$ cat config.mk
export PLATFORM = sky130hd
export DESIGN_NAME = adc_capture_ctrl
export DESIGN_NICKNAME = d
export VERILOG_FILES = /design/src/rtl/adc_capture_pkg.sv /design/src/rtl/adc_trig_detect.sv /design/src/rtl/adc_capture_ctrl.sv
export SDC_FILE = /design/constraint.sdc
export NUM_CORES = 1
export LEC_CHECK = 0
export ABC_AREA = 1
export BUFFER_PORTS_ARGS = -buffer_cell sky130_fd_sc_hd__clkbuf_2
export CORE_MARGIN = 2
export CORE_UTILIZATION = 35
export DETAILED_ROUTE_END_ITERATION = 12
export PLACE_DENSITY_LB_ADDON = 0.3
export SYNTH_ARGS = -nofsm -noshare
export SYNTH_HDL_FRONTEND = slang
export SYNTH_HIERARCHICAL = 1
export SYNTH_SLANG_ARGS = --single-unit
$ cat constraint.sdc
create_clock -name clk -period 2.6 [get_ports clk]
set_input_delay 0.52 -clock clk [delete_from_list [all_inputs] [get_ports clk]]
set_output_delay 0.52 -clock clk [all_outputs]
set_load 0.1 [all_outputs]
$ cat src/rtl/adc_capture_pkg.sv
// rtl/adc_capture_pkg.sv - shared state encoding and trigger mode constants for the ADC capture sequencer
package adc_capture_pkg;

  typedef enum logic [1:0] {
    IDLE    = 2'd0,
    ARMED   = 2'd1,
    CAPTURE = 2'd2,
    DONE    = 2'd3
  } state_t;

  localparam logic [1:0] TRIG_IMM  = 2'd0;
  localparam logic [1:0] TRIG_RISE = 2'd1;
  localparam logic [1:0] TRIG_FALL = 2'd2;

endpackage

$ cat src/rtl/adc_trig_detect.sv
// rtl/adc_trig_detect.sv - two-stage ADC sample pipeline and threshold-crossing trigger detector
module adc_trig_detect
  import adc_capture_pkg::*;
#(
  parameter int PRECISION = 10
) (
  input  logic                 clk,
  input  logic                 rst,
  input  logic [PRECISION-1:0] adc_code,
  input  logic [1:0]           trig_mode,
  input  logic [PRECISION-1:0] trig_level,
  output logic [PRECISION-1:0] sample_out,
  output logic                 trig_hit
);

  logic [PRECISION-1:0] s1;
  logic [PRECISION-1:0] s2;
  logic                 rise_hit;
  logic                 fall_hit;

  always_ff @(posedge clk) begin
    if (rst) begin
      s1 <= '0;
      s2 <= '0;
    end else begin
      s1 <= adc_code;
      s2 <= s1;
    end
  end

  // s1 is the newest sample, s2 the one before it
  assign rise_hit   = (s2 < trig_level) && (s1 >= trig_level);
  assign fall_hit   = (s2 >= trig_level) && (s1 < trig_level);
  assign sample_out = s2;

  always_comb begin
    trig_hit = 1'b1;
    case (trig_mode)
      TRIG_RISE: trig_hit = rise_hit;
      TRIG_FALL: trig_hit = fall_hit;
      default:   trig_hit = 1'b1;
    endcase
  end

endmodule

$ cat src/rtl/adc_capture_ctrl.sv
// rtl/adc_capture_ctrl.sv - arms on a start edge, waits for a trigger, then writes capture_len samples to the FIFO
module adc_capture_ctrl
  import adc_capture_pkg::*;
#(
  parameter int PRECISION = 10,
  parameter int LEN_WIDTH = 16
) (
  input  logic                 clk,
  input  logic                 rst,
  input  logic                 start,
  input  logic                 abort,
  input  logic [1:0]           trig_mode,
  input  logic [PRECISION-1:0] trig_level,
  input  logic [LEN_WIDTH-1:0] capture_len,
  input  logic [PRECISION-1:0] adc_code,
  input  logic                 fifo_full,
  output logic                 fifo_wr_en,
  output logic [PRECISION-1:0] fifo_din,
  output logic [1:0]           state,
  output logic                 busy,
  output logic                 done,
  output logic                 overflow,
  output logic [LEN_WIDTH-1:0] samples_written
);

  state_t               state_q;
  logic                 start_d;
  logic                 start_p;
  logic                 trig_hit;
  logic [LEN_WIDTH-1:0] len_q;
  logic [1:0]           mode_q;
  logic [PRECISION-1:0] level_q;

  adc_trig_detect #(
    .PRECISION (PRECISION)
  ) u_trig (
    .clk        (clk),
    .rst        (rst),
    .adc_code   (adc_code),
    .trig_mode  (mode_q),
    .trig_level (level_q),
    .sample_out (fifo_din),
    .trig_hit   (trig_hit)
  );

  assign start_p    = start & ~start_d;
  // abort gates the write in the same cycle so an aborted capture never writes again
  assign fifo_wr_en = (state_q == CAPTURE) & ~fifo_full & ~abort;
  assign state      = state_q;
  assign busy       = (state_q == ARMED) || (state_q == CAPTURE);
  assign done       = (state_q == DONE);

  always_ff @(posedge clk) begin
    if (rst) begin
      state_q         <= IDLE;
      start_d         <= 1'b0;
      len_q           <= '0;
      mode_q          <= TRIG_IMM;
      level_q         <= '0;
      samples_written <= '0;
      overflow        <= 1'b0;
    end else begin
      start_d <= start;
      if (abort) begin
        state_q <= IDLE;
      end else begin
        case (state_q)
          IDLE, DONE: begin
            if (start_p) begin
              len_q           <= capture_len;
              mode_q          <= trig_mode;
              level_q         <= trig_level;
              samples_written <= '0;
              overflow        <= 1'b0;
              state_q         <= (capture_len == '0) ? DONE : ARMED;
            end
          end
          ARMED: begin
            if (trig_hit) state_q <= CAPTURE;
          end
          CAPTURE: begin
            if (fifo_full) begin
              overflow <= 1'b1;
            end else begin
              samples_written <= samples_written + 1'b1;
              if (samples_written == len_q - 1'b1) state_q <= DONE;
            end
          end
          default: state_q <= IDLE;
        endcase
      end
    end
  end

endmodule

==> summary.txt, run 1 <==
Detailed routing
  – Wire per inst: 12.1 um
  – DR vias/cell: 4.65
  – Number of vias after detailed routing: 3637
  – Initial DRC count: 131
  – Total wire length: 9460 um
  – Number of nets with antenna violations after detailed routing: 0
  – Number of remaining DRC errors: 0
  – Length of the first detailed-routing pass in iterations: 4

Die
  – Total die area: 11800 um2
  – Die span in x: 109 um
  – Vertical die dimension: 109 um
  – Number of placement rows: 38
  – Effective utilization at floorplan: 0.356
  – Core area: 10800 um2
  – Number of top-level pins: 75

Synthesis
  – Area fraction of the dominant cell type after synthesis: 0.355
  – Number of different library cells in the post-synthesis netlist: 33
  – EDFF count, synth: 0
  – Leading register cell type out of synthesis: sky130_fd_sc_hd__dfxtp_1
  – Compound-Gate Fraction of Synth Area: 0.0962
  – Syn. warnings: 6
  – Main combinational cell family by area after synthesis: simple AND/OR/NAND/NOR gates
  – Seq cells post-synth: 68
  – Sequential element share of the synthesized area: 0.355
  – Cells after Synth: 562
  – Post-synthesis share of cell area spent on and, or, nand and nor gates: 0.334
  – Multiplexer share of the synthesized area: 0
  – Synthesized-area fraction occupied by xor and xnor cells: 0.0274
  – Average cell area after synthesis: 6.83 um2
  – Share of synthesized registers carrying an async set or reset: 0
  – Post-synthesis share of cell area spent on full adders, half adders and majority gates: 0.0880
  – Cell types occupying the most area after synthesis: sky130_fd_sc_hd__dfxtp_1, sky130_fd_sc_hd__nand2_1, sky130_fd_sc_hd__nor2_1
  – Post-Synthesis Net Count: 632
  – Area of the mapped netlist: 3840 um2
  – Area leader, netlist: sky130_fd_sc_hd__dfxtp_1

STA
  – Pins over their slew limit: 0
  – Setup clock skew after layout: 0.0114 ns
  – Highest attainable clock frequency: 0.447 GHz
  – Tcrit/Tclk final: 0.860
  – Min cycle time layout: 2.24 ns
  – Transition time at the pin with the least slew margin: 0.550 ns
  – Setup violations, final: 0
  – Unrepaired setup endpoints after global routing: false
  – Final TNS setup: 0 ns
  – Slew headroom: 0.635
  – Worst-case hold slack: 0.341 ns
  – Hold Vio Cnt, Final: 0

Clock tree
  – TritonCTS Sinks: 68
  – CTS H-tree lvls: 3
  – CTS clock-pin slew for the worst setup and hold paths: 0.08 ns
  – Cell chosen for the clock root: sky130_fd_sc_hd__clkbuf_8
  – Number of gates resized after CTS: 0
  – Number of buffers created by CTS: 9
  – TritonCTS clock tree: built
  – Clock latency on the worst-skew pair: 0.36 ns
  – Hold-fix buffers, CTS: 0
  – Clock Tree Buf Depth: 2
  – Setup fix buffers added after clock tree synthesis: 0

Critical path
  – Crit Reg-Reg Endpoint: samples_written[15]$_SDFFE_PP0P_
  – Crit. End Element: output port
  – Critical Path AT: 1.72 ns
  – Worst Path Max Fanout: 5
  – Worst Path Class, Setup: register to output port
  – Reg-to-Reg Start: state[0]$_SDFFE_PP0P_
  – Reg-to-reg setup timing slack: 0.54 ns
  – Cell depth of the worst flop-to-flop path: 12
  – WP data required: 2.08 ns
  – Setup crit start kind: register

Cells and area
  – Antenna cell count: 0
  – Area occupied by multi-input gates: 2100 um2
  – Most frequent standard cell in the layout excluding fill and tap cells: sky130_fd_sc_hd__nand2_1
  – Commonest cells after routing, fill and taps aside: sky130_fd_sc_hd__nand2_1, sky130_fd_sc_hd__nor2_1, sky130_fd_sc_hd__inv_1, sky130_fd_sc_hd__clkbuf_2, sky130_fd_sc_hd__dfxtp_1
  – Count of fill cells added during filler insertion: 1136
  – Fraction of layout instances using a drive strength above 1: 0.204
  – Fin nets: 708
  – Area growth from synthesis to final layout: 19.0%
  – Register area: 1370 um2
  – Area of all placed cells without fillers: 4570 um2

Power
  – Peak supply drop: 319 uV
  – Power Density: 605 nW/um2
  – Static Leakage: 2.27 nW

Global routing
  – GRT Residual Overflow: 0
  – Wire length of the first global-routing pass: 15900 um
  – Number of global-route vias before repair: 3569
  – All-Layer GR Usage: 0.174
  – Number of antenna violations at the first check in global routing: 0
  – Maximum number of pins on one net before global-route repair: 35

Worst hold path
  – Hold Path Sink: u_trig/s1[0]$_SDFF_PP0_
  – Hold Path Stages: 3
  – Min-Delay Path Class: primary input to register
  – Min-Delay Startpoint: adc_code[0]

Place
  – Post-DP HPWL: 7560 um
  – Count of buffers inserted at the top-level ports: 74
  – Standard cell area after detailed placement: 4360 um2
  – Weighted congestion reported at the end of routability-driven placement: 0.884

Outcome
  – Outcome: finished clean

Run
  – Max_cap viols: 0
-- logic make-up after synthesis --
kind of cell,count (synthesis)
and+or+nand+nor,287
AOI/OAI and AO/OA,69
xor gates and xnor gates,12
DFF,68
adders and majority gates,27
buffers and inverters,99
-- registers in the layout, summed over array words and instances, names as in the netlist --
name,flops
len_q,16
samples_written,16
state,2
level_q,10
u_trig/sample_out,10
mode_q,2
overflow,1
u_trig/s1,10
start_d,1
-- cell type report --
class	count	area share
Tap cell	140	0.0383
Multi-Input combinational cell	395	0.460
Timing Repair Buffer	77	0.0860
Clock inverter	5	0.0167
Sequential cell	68	0.299
Inverter	87	0.0715
Clock buffer	10	0.0279
-- critical path, cell delays in order (launching register included) --
cell	delay [ns]
sky130_fd_sc_hd__dfxtp_4	0.36
sky130_fd_sc_hd__inv_1	0.08
sky130_fd_sc_hd__ha_1	0.24
sky130_fd_sc_hd__nand2_1	0.13
sky130_fd_sc_hd__nor2_2	0.09
sky130_fd_sc_hd__clkbuf_2	0.45
-- Yosys cell counts (2+ instances only) --
| library cell | n |
|---|---|
| sky130_fd_sc_hd__nand2_1 | 109 |
| sky130_fd_sc_hd__nor2_1 | 108 |
| sky130_fd_sc_hd__inv_1 | 82 |
| sky130_fd_sc_hd__dfxtp_1 | 68 |
| sky130_fd_sc_hd__o21ai_0 | 40 |
| sky130_fd_sc_hd__ha_1 | 27 |
| sky130_fd_sc_hd__a21oi_1 | 19 |
| sky130_fd_sc_hd__nand3_1 | 17 |
| sky130_fd_sc_hd__nand2_2 | 9 |
| sky130_fd_sc_hd__nor2_2 | 9 |
| sky130_fd_sc_hd__xor2_1 | 9 |
| sky130_fd_sc_hd__clkbuf_1 | 8 |
| sky130_fd_sc_hd__nor3_1 | 7 |
| sky130_fd_sc_hd__nor2_4 | 6 |
| sky130_fd_sc_hd__inv_2 | 5 |
| sky130_fd_sc_hd__nand3b_1 | 5 |
| sky130_fd_sc_hd__nand4_1 | 5 |
| sky130_fd_sc_hd__nor4_1 | 5 |
| sky130_fd_sc_hd__buf_2 | 3 |
| sky130_fd_sc_hd__nand3_2 | 3 |
| sky130_fd_sc_hd__xnor2_1 | 3 |
| sky130_fd_sc_hd__a211oi_1 | 2 |
| sky130_fd_sc_hd__nor3_2 | 2 |
| sky130_fd_sc_hd__o21ai_1 | 2 |
-- stage by stage --
stage	power, mW	instances	setup slack, ns	util
finish	2.76	782	0.364	0.423
global route	2.93	782	0.279	0.423
CTS	2.80	782	0.346	0.423
detailed placement	1.84	767	0.567	0.404
global placement	1.82	767	0.628	0.404
floorplan	1.68	562	0.00242	-
-- worst max path at each step --
stage | startpoint | to | cells past startpoint
5_1_grt | state[0]$_SDFFE_PP0P_ | fifo_wr_en | 5
4_1_cts | state[0]$_SDFFE_PP0P_ | fifo_wr_en | 5
2_1_floorplan | state[1]$_SDFFE_PP0P_ | samples_written[12]$_SDFFE_PP0P_ | 13
6_report | state[0]$_SDFFE_PP0P_ | fifo_wr_en | 5
3_3_place_gp | state[0]$_SDFFE_PP0P_ | samples_written[12]$_SDFFE_PP0P_ | 13
3_5_place_dp | state[0]$_SDFFE_PP0P_ | samples_written[12]$_SDFFE_PP0P_ | 13
-- power by group --
| group | total, mW | internal (mW) | switching [mW] |
|---|---|---|---|
| Clock | 0.952 | 0.532 | 0.420 |
| Combinational | 0.669 | 0.219 | 0.450 |
| Sequential | 1.14 | 1.10 | 0.0469 |
-- routing by layer --
layer / wire [um] / up-vias / part of all wire / track usage
li1: - / 1909 / - / -
met1: 4130 / 1635 / 0.44 / 0.193
met2: 4670 / 77 / 0.49 / 0.309
met3: 477 / 16 / 0.050 / 0.0544
met4: 188 / 0 / 0.020 / 0.0696
met5: 0 / - / 0 / 0
No activity file was read; power rests on OpenSTA's default activity.
==> inputs of run 2 (changes only) <==
==> constraint.sdc (replaced) <==
create_clock -name clk -period 2.6 [get_ports clk]
set_input_delay 0.78 -clock clk [delete_from_list [all_inputs] [get_ports clk]]
set_output_delay 0.78 -clock clk [all_outputs]
set_load 0.1 [all_outputs]
==> run 2 against run 1 <==
Compared with the run above: via count is 0.77% lower; routed wire length fell by 3.8%; first-iteration DRC count is 13% lower; combinational power is 0.6% lower; clock power decreased by 8.8%; sequential power about the same; global-route usage decreased by 0.85 points; register-to-register slack about the same; largest cell class unchanged.
==> summary.txt, run 2 (synthesis results as in run 1) <==
Global routing
  – Wire length of the first global-routing pass: 15300 um
  – GRT Residual Overflow: 0
  – Maximum number of pins on one net before global-route repair: 35
  – Number of antenna violations at the first check in global routing: 0
  – All-Layer GR Usage: 0.166
  – Number of global-route vias before repair: 3430

Clock tree
  – TritonCTS clock tree: built
  – Setup fix buffers added after clock tree synthesis: 0
  – TritonCTS Sinks: 68
  – Number of buffers created by CTS: 9
  – Cell chosen for the clock root: sky130_fd_sc_hd__clkbuf_8
  – Hold-fix buffers, CTS: 0
  – Number of gates resized after CTS: 0
  – Clock Tree Buf Depth: 2
  – Clock latency on the worst-skew pair: 0.36 ns
  – CTS H-tree lvls: 3
  – CTS clock-pin slew for the worst setup and hold paths: 0.07 ns

Cells and area
  – Fraction of layout instances using a drive strength above 1: 0.205
  – Fin nets: 709
  – Area of all placed cells without fillers: 4590 um2
  – Count of fill cells added during filler insertion: 1147
  – Register area: 1370 um2
  – Antenna cell count: 0
  – Most frequent standard cell in the layout excluding fill and tap cells: sky130_fd_sc_hd__nand2_1
  – Area occupied by multi-input gates: 2110 um2
  – Area growth from synthesis to final layout: 19.5%
  – Largest registers: len_q (16), samples_written (16)
  – Commonest cells after routing, fill and taps aside: sky130_fd_sc_hd__nand2_1, sky130_fd_sc_hd__nor2_1, sky130_fd_sc_hd__inv_1, sky130_fd_sc_hd__clkbuf_2, sky130_fd_sc_hd__dfxtp_1

Die
  – Total die area: 11800 um2
  – Effective utilization at floorplan: 0.356
  – Vertical die dimension: 109 um
  – Die span in x: 109 um
  – Number of placement rows: 38
  – Core area: 10800 um2
  – Number of top-level pins: 75

Place
  – Count of buffers inserted at the top-level ports: 74
  – Worst slack at placement: 0.391 ns
  – Weighted congestion reported at the end of routability-driven placement: 0.845
  – Standard cell area after detailed placement: 4390 um2
  – Post-DP HPWL: 7300 um

STA
  – Min cycle time layout: 2.44 ns
  – Transition time at the pin with the least slew margin: 0.548 ns
  – Least setup slack across all paths after layout: 0.161 ns
  – Setup violations, final: 0
  – Highest attainable clock frequency: 0.410 GHz
  – Pins over their slew limit: 0
  – Unrepaired setup endpoints after global routing: false
  – Slew headroom: 0.636
  – Tcrit/Tclk final: 0.938
  – Setup clock skew after layout: 0.0123 ns
  – Final TNS setup: 0 ns
  – Hold Vio Cnt, Final: 0

Power
  – Peak supply drop: 378 uV
  – Power Density: 583 nW/um2
  – Static Leakage: 2.27 nW

Critical path
  – Reg-to-reg setup timing slack: 0.55 ns
  – Critical Path AT: 1.66 ns
  – Worst Path Max Fanout: 4
  – Reg-to-Reg Start: state[0]$_SDFFE_PP0P_
  – WP data required: 1.82 ns
  – Setup crit start kind: register
  – Crit Reg-Reg Endpoint: samples_written[12]$_SDFFE_PP0P_
  – Cell depth of the worst flop-to-flop path: 14
  – Worst Path Class, Setup: register to output port
  – Crit. End Element: output port

Outcome
  – Outcome: finished clean

Worst hold path
  – Hold Path Stages: 2
  – Hold Path Sink: u_trig/sample_out[2]$_SDFF_PP0_
  – Min-Delay Path Class: register to register
  – Min-Delay Startpoint: u_trig/s1[2]$_SDFF_PP0_

Detailed routing
  – Length of the first detailed-routing pass in iterations: 4
  – Initial DRC count: 114
  – Total wire length: 9110 um
  – DR vias/cell: 4.60
  – Number of remaining DRC errors: 0
  – Wire per inst: 11.6 um
  – Number of nets with antenna violations after detailed routing: 0
  – Number of vias after detailed routing: 3609

Run
  – Max_cap viols: 0
-- run 2: worst max-delay path, stage by stage, from the launching register on --
cell and delay, ns:
sky130_fd_sc_hd__dfxtp_4 0.36, sky130_fd_sc_hd__inv_1 0.05, sky130_fd_sc_hd__ha_1 0.32, sky130_fd_sc_hd__inv_2 0.11, sky130_fd_sc_hd__clkbuf_2 0.46
-- run 2: stage by stage --
step	util	total power [mW]	hold slack (ns)	std cells
4_1_cts	0.425	2.71	0.430	784
2_1_floorplan	-	1.68	0.407	562
5_1_grt	0.425	2.85	0.441	784
3_5_place_dp	0.407	1.84	0.420	768
3_3_place_gp	0.407	1.82	0.415	768
6_report	0.425	2.68	0.427	784
-- run 2: worst max path at each step --
stage	startpoint	cells after the start	slack, ns	to
6_report	state[0]$_SDFFE_PP0P_	4	0.16	busy
5_1_grt	state[0]$_SDFFE_PP0P_	4	0.1	busy
4_1_cts	state[0]$_SDFFE_PP0P_	4	0.14	busy
3_5_place_dp	start	14	0.39	samples_written[12]$_SDFFE_PP0P_
3_3_place_gp	start	14	0.40	samples_written[12]$_SDFFE_PP0P_
2_1_floorplan	state[1]$_SDFFE_PP0P_	13	0.002	samples_written[12]$_SDFFE_PP0P_
-- run 2: routing by layer --
layer	vias to the layer above	routed length, um	share of wire	global-route usage
li1	1907	-	-	-
met1	1622	4040	0.44	0.196
met2	71	4530	0.50	0.289
met3	9	415	0.046	0.0454
met4	0	117	0.013	0.0568
met5	-	0	0	0
-- run 2: final cells by class --
class	instances	share of cell area
inverters	87	0.0712
repair buffers	78	0.0906
clock buffers	12	0.0317
clock inverters	4	0.0106
multi-input cells	395	0.460
well taps	140	0.0382
flip-flops and latches	68	0.298
-- run 2: power breakdown --
part	internal (mW)	leakage [nW]	total, mW	switching (mW)
Sequential	1.10	0.558	1.14	0.0469
Clock	0.468	0.100	0.868	0.399
Combinational	0.222	1.61	0.665	0.443
